`src/rtl/period_meter_pkg.sv`:
```
// Shared types and defaults for the period meter.
// State encoding plus default widths, timeout and sync depth.
package period_meter_pkg;

    typedef enum logic [1:0] {
        IDLE,
        ARM,
        MEASURE
    } state_t;

    localparam int unsigned CNT_W_DEF   = 32;
    localparam int unsigned TIMEOUT_DEF = 1048576;
    localparam int unsigned SYNC_MIN    = 2;

endpackage

```
`src/rtl/period_meter_sync_edge_detect.sv`:
```
// Synchronizer chain plus history flop producing rise/fall strobes.
// Ports: clk, rst (async active-low), sig_in -> rise, fall.
module period_meter_sync_edge_detect
    import period_meter_pkg::*;
#(
    parameter int unsigned SYNC_STAGES = SYNC_MIN
) (
    input  logic clk,
    input  logic rst,
    input  logic sig_in,
    output logic rise,
    output logic fall
);

    logic [SYNC_STAGES-1:0] sync_q;
    logic                   hist;
    logic                   sync;

    assign sync = sync_q[SYNC_STAGES-1];

    always_ff @(posedge clk or negedge rst) begin
        if (!rst) begin
            sync_q <= '0;
            hist   <= 1'b0;
        end else begin
            sync_q <= {sync_q[SYNC_STAGES-2:0], sig_in};
            hist   <= sync;
        end
    end

    assign rise = sync & ~hist;
    assign fall = ~sync & hist;

endmodule

```
`src/rtl/period_meter.sv`:
```
// Measures period and high time of a slow square wave in clk cycles.
// Ports: clk, rst (async active-low), enable, sig_in -> period,
// high_time, meas_valid (pulse), locked (level), timeout (sticky).
module period_meter
    import period_meter_pkg::*;
#(
    parameter int unsigned CNT_W       = CNT_W_DEF,
    parameter int unsigned SYNC_STAGES = 2,
    parameter int unsigned LOCK_COUNT  = 4,
    parameter int unsigned TIMEOUT     = TIMEOUT_DEF
) (
    input  logic             clk,
    input  logic             rst,
    input  logic             enable,
    input  logic             sig_in,
    output logic [CNT_W-1:0] period,
    output logic [CNT_W-1:0] high_time,
    output logic             meas_valid,
    output logic             locked,
    output logic             timeout
);

    localparam int unsigned MW = $clog2(LOCK_COUNT + 1);
    localparam logic [CNT_W-1:0] TO_LAST = CNT_W'(TIMEOUT - 1);
    localparam logic [MW-1:0] MATCH_MAX = MW'(LOCK_COUNT);

    state_t           state;
    logic [CNT_W-1:0] cnt;
    logic [CNT_W-1:0] cnt_inc;
    logic [CNT_W-1:0] high_hold;
    logic [MW-1:0]    match;
    logic [MW-1:0]    nxt_match;
    logic             rise;
    logic             fall;

    period_meter_sync_edge_detect #(
        .SYNC_STAGES(SYNC_STAGES)
    ) u_sync (
        .clk   (clk),
        .rst   (rst),
        .sig_in(sig_in),
        .rise  (rise),
        .fall  (fall)
    );

    assign cnt_inc = cnt + 1'b1;

    // The new period is cnt+1; compare it against the last reported one.
    always_comb begin
        nxt_match = MW'(1);
        if (cnt_inc == period) begin
            if (match == MATCH_MAX)
                nxt_match = match;
            else
                nxt_match = match + 1'b1;
        end
    end

    always_ff @(posedge clk or negedge rst) begin
        if (!rst) begin
            state      <= IDLE;
            cnt        <= '0;
            high_hold  <= '0;
            match      <= '0;
            period     <= '0;
            high_time  <= '0;
            meas_valid <= 1'b0;
            locked     <= 1'b0;
            timeout    <= 1'b0;
        end else begin
            meas_valid <= 1'b0;
            if (!enable) begin
                state     <= IDLE;
                cnt       <= '0;
                high_hold <= '0;
                match     <= '0;
                locked    <= 1'b0;
                timeout   <= 1'b0;
            end else begin
                unique case (state)
                    IDLE: begin
                        state <= ARM;
                        cnt   <= '0;
                    end
                    ARM: begin
                        if (rise) begin
                            cnt       <= '0;
                            high_hold <= '0;
                            state     <= MEASURE;
                        end else if (cnt == TO_LAST) begin
                            timeout <= 1'b1;
                            locked  <= 1'b0;
                            match   <= '0;
                            cnt     <= '0;
                        end else begin
                            cnt <= cnt_inc;
                        end
                    end
                    MEASURE: begin
                        if (rise) begin
                            period     <= cnt_inc;
                            high_time  <= high_hold;
                            meas_valid <= 1'b1;
                            timeout    <= 1'b0;
                            match      <= nxt_match;
                            locked     <= (nxt_match == MATCH_MAX);
                            cnt        <= '0;
                        end else if (cnt == TO_LAST) begin
                            // Signal stalled: restart from the first rise.
                            timeout <= 1'b1;
                            locked  <= 1'b0;
                            match   <= '0;
                            cnt     <= '0;
                            state   <= ARM;
                        end else begin
                            cnt <= cnt_inc;
                            if (fall)
                                high_hold <= cnt_inc;
                        end
                    end
                    default: state <= IDLE;
                endcase
            end
        end
    end

endmodule

```
`config.mk`:
```
export PLATFORM = sky130hd
export DESIGN_NAME = period_meter
export DESIGN_NICKNAME = d
export VERILOG_FILES = /design/src/rtl/period_meter_pkg.sv /design/src/rtl/period_meter_sync_edge_detect.sv /design/src/rtl/period_meter.sv
export SDC_FILE = /design/constraint.sdc
export NUM_CORES = 1
export LEC_CHECK = 0
export CAP_MARGIN = 20
export CELL_PAD_IN_SITES_DETAIL_PLACEMENT = 1
export CELL_PAD_IN_SITES_GLOBAL_PLACEMENT = 2
export CORE_MARGIN = 8
export CORE_UTILIZATION = 34
export CTS_BUF_LIST = sky130_fd_sc_hd__clkbuf_4 sky130_fd_sc_hd__clkbuf_8
export CTS_CLUSTER_SIZE = 40
export DETAILED_ROUTE_END_ITERATION = 12
export PLACE_DENSITY = 0.85
export SLEW_MARGIN = 5
export SYNTH_ARGS = -nofsm -noshare
export SYNTH_HDL_FRONTEND = slang
export SYNTH_HIERARCHICAL = 1
export SYNTH_SLANG_ARGS = --single-unit
```
`constraint.sdc`:
```
create_clock -name clk -period 3.3 [get_ports clk]
set_clock_uncertainty 0.05 [all_clocks]
set_input_delay 0.99 -clock clk [delete_from_list [all_inputs] [get_ports clk]]
set_output_delay 0.99 -clock clk [all_outputs]
set_load 0.01 [all_outputs]
```
==> run summary <==
The run finished with clean final reports. The global-route wire length before repair came out at 38,770 µm. The number of detailed-routing iterations run before antenna repair is 5. The die is 162.7 µm wide. VDD sags by at most 0.2015 mV. 71 I/O pins were placed.

Buffers inserted during clock tree synthesis total 17. Endpoint required time on the critical path: 3610 ps. For this design the static power due to leakage is 3.818 nW.

The tools report the number of slew-limit violations in the final report as 0. Maximum number of buffers from clock root to sink: 2. The detail route stage leaves a number of antenna-violating nets equal to 0.

The data arrival at the endpoint of the critical path was 3460 ps; the worst setup slack after placement was 43.16 ps. The number of flops mapped to enable cells by yosys was 0; the number of fill cells was 2,400. The worst min-delay path category was reg -> reg. The number of max-capacitance violations reported was 0; the proportion of register bits with asynchronous set or reset after synthesis was 100.0%. The portion of the clock cycle consumed by the worst path in the final layout works out to 95.39%. The setup check on the worst reg-to-reg path leaves a slack of 150 ps. The power density relative to cell area came out at 440.5 mW/mm².

In this run the worst path has a maximum fanout of 4. Across all layers, the routed design uses 6,308 vias. After clock tree synthesis, the clock-pin slew on the worst setup and hold paths is 90 ps.

For the wire length reported by the detailed router, the log shows 24,440 µm. Synthesis produced a netlist with a net count of 778. The final critical-path required period is 3148 ps, and the total grt overflow is 0.

For the final estimated routing congestion in global placement, the log shows 0.9990. The area of the mapped netlist was 0.007320 mm². Entering global routing, the biggest net connects 65 pins.

In this run the mean area of a mapped cell was 9.543 µm². The number of different library cells in the post-synthesis netlist came out at 63. After detailed routing, the average wire length per cell comes to 21.32 µm. The H-tree was split into 4 levels. Clock latency on the worst-skew pair, taken at its later pin, is 460 ps.

Via count normalized by instance count: 5.504. The worst setup path is launched from a flop. The floorplan has 53 rows.

The initial antenna violation count is 1. In the synthesized netlist the dominant register cell turns out to be sky130_fd_sc_hd__dfrtp_1. At the end of the flow, the number of nets in the layout was 869.

For the overall fraction of global-route tracks in use, the log shows 18.77%. The design draws 4.027 mW. The tools report the number of global-route vias before repair as 6,484. For the pin with the worst max-slew slack, the measured transition is 561.2 ps. The die footprint came out at 0.02648 mm².

After technology mapping, the gate count stands at 767. The ratio of cells with drive above 1 in the final layout is 17.11%, and the total clock sinks is 139. The fmax is 317.7 MHz, and the total of warnings raised by yosys is 6. The first routing iteration left 401 violations. By startpoint and endpoint, the worst setup path is classified as reg -> reg. The run gives 0 ps as the setup total negative slack.

Measured against its own limit, the worst slew margin works out to 62.32%. TritonCTS built the clock tree. The tools report the final-layout worst hold slack as 308.2 ps. The number of antenna diodes in the final layout is 0. The area overhead of the layout relative to synthesis came out at 24.91%. STA classifies the critical path endpoint as a flop. The core footprint was 0.02109 mm²; the share of synthesized area occupied by flip-flops and latches was 47.52%.

The tree is rooted in a sky130_fd_sc_hd__clkbuf_8. In this run the vertical extent of the chip is 162.7 µm. The DRC violations left is 0. The logs give 18,050 µm for the detailed placer's ending HPWL and 0 for the hold violation total from the final report.

The initial utilization of the core area, before any placement, comes to 34.71%. Setup violations remaining at the end of the flow were counted as 0. Number of synthesized register bits: 139. The final worst-path setup slack was 152.1 ps; the total of buffers placed on input and output ports was 70.
final timing paths:
kind,endpoint,startpoint,cells past startpoint
hold reg to reg,u_sync/sync_q[1]$_DFF_PN0_,u_sync/sync_q[0]$_DFF_PN0_,0
min in group asynchronous,meas_valid$_DFF_PN0_,rst,1
max in group asynchronous,match[0]$_DFFE_PN0P_,rst,2
hold / removal,u_sync/sync_q[1]$_DFF_PN0_,u_sync/sync_q[0]$_DFF_PN0_,0
setup reg to reg,locked$_DFFE_PN0P_,cnt[0]$_DFFE_PN0P_,9
setup / recovery,locked$_DFFE_PN0P_,cnt[0]$_DFFE_PN0P_,9
kinds of logic after synthesis:
kind of cell | share of synthesized area, %
muxes | 5.504
buffers and inverters | 4.171
AOI/OAI and AO/OA | 15.38
xor gates and xnor gates | 6.547
adders and majority gates | 1.197
DFF | 47.52
and+or+nand+nor | 19.68
metal layers:
layer,track usage [%],up-vias,wire length (µm)
met1,24.68,3185,11100
met3,3.741,42,1186
met4,7.339,2,673
met5,0,-,13
met2,29.89,166,11460
li1,-,2913,-
power breakdown:
group	switching, mW	internal (mW)
clock network	0.758	0.798
registers	0.0317	1.73
logic	0.456	0.248
what timing repair did:
item / 4_1_cts / 5_1_grt
hold buffers: 0 / 0
gates cloned: 0 / 0
pin swaps: 0 / 2
setup buffers: 0 / 1
setup endpoints to repair: 1 / 4
resized for setup: 1 / 4
Yosys cell counts, drive strengths merged, types with 3 or more instances:
cell type | instances | share of area [%]
dfrtp | 139 | 48
inv | 16 | 0.82
ha | 7 | 1.2
nand2b | 6 | 0.51
xnor3 | 3 | 0.92
a2111oi | 3 | 0.36
o2111ai | 4 | 0.48
xor2 | 11 | 1.3
a21oi | 13 | 0.89
clkbuf | 51 | 2.6
nor2 | 34 | 1.7
xnor2 | 36 | 4.3
nand4 | 16 | 1.4
nand2 | 110 | 5.6
o21ai | 86 | 5.9
nor3 | 12 | 0.82
a31oi | 6 | 0.51
and2 | 7 | 0.60
or4 | 6 | 0.67
mux2 | 34 | 5.2
o22ai | 4 | 0.34
and4 | 6 | 0.72
o31ai | 44 | 4.6
nor2b | 15 | 1.3
and3 | 10 | 0.85
nand3 | 21 | 1.6
buf | 9 | 0.74
or3 | 8 | 0.68
nor4 | 17 | 1.7
cells in the final DEF (no fill, tap or decap), drive strengths merged, types with 3 or more instances in the layout:
master,count
nor2,34
nand2,110
xnor2,36
a21oi,13
ha,7
and2,7
nand3,21
dfrtp,139
o2111ai,4
or4,6
o21ai,86
nand4,16
a2111oi,3
nor2b,15
o22ai,4
and4,6
clkbuf,19
clkdlybuf4s50,69
and3,10
mux2,34
inv,22
nor3,12
nor4,17
xor2,11
buf,63
nand2b,6
or3,8
o31ai,44
xnor3,3
a31oi,6
bufinv,3
state kept, by name (all words and copies together) (netlist names):
name           count
timeout            1
period            32
state              2
high_hold         32
match              3
cnt               32
u_sync/sync_q      2
meas_valid         1
high_time         32
locked             1
u_sync/hist        1
worst max-delay path: stages, from the launching register on:
cell and delay, ps:
sky130_fd_sc_hd__dfrtp_1 350, sky130_fd_sc_hd__ha_1 200, sky130_fd_sc_hd__nand3_1 100, sky130_fd_sc_hd__or4_4 570, sky130_fd_sc_hd__or4_1 550, sky130_fd_sc_hd__nand3_1 110, sky130_fd_sc_hd__or4b_4 470, sky130_fd_sc_hd__nor4_4 270
sky130_fd_sc_hd__nand3_2 140, sky130_fd_sc_hd__o31ai_2 260
cell type report:
type	count	area [µm²]	area share, %
clock inverter	13	180.2	1.971
tap	275	344.1	3.764
multi-input combinational	552	3595	39.32
sequential	139	3478	38.05
clock buffer	19	255.2	2.792
timing repair buffer	132	1230	13.45
inverter	16	60.06	0.6569
metrics by stage:
stage / cells / instance area [µm²] / util (%)
finish: 1146 / 9143 / 43.35
global route: 1146 / 9143 / 43.35
CTS: 1145 / 9114 / 43.22
detailed placement: 1113 / 8673 / 41.13
global placement: 1113 / 8673 / 41.13
floorplan: 767 / 7320 / -
(Power assumes the default switching activity.)
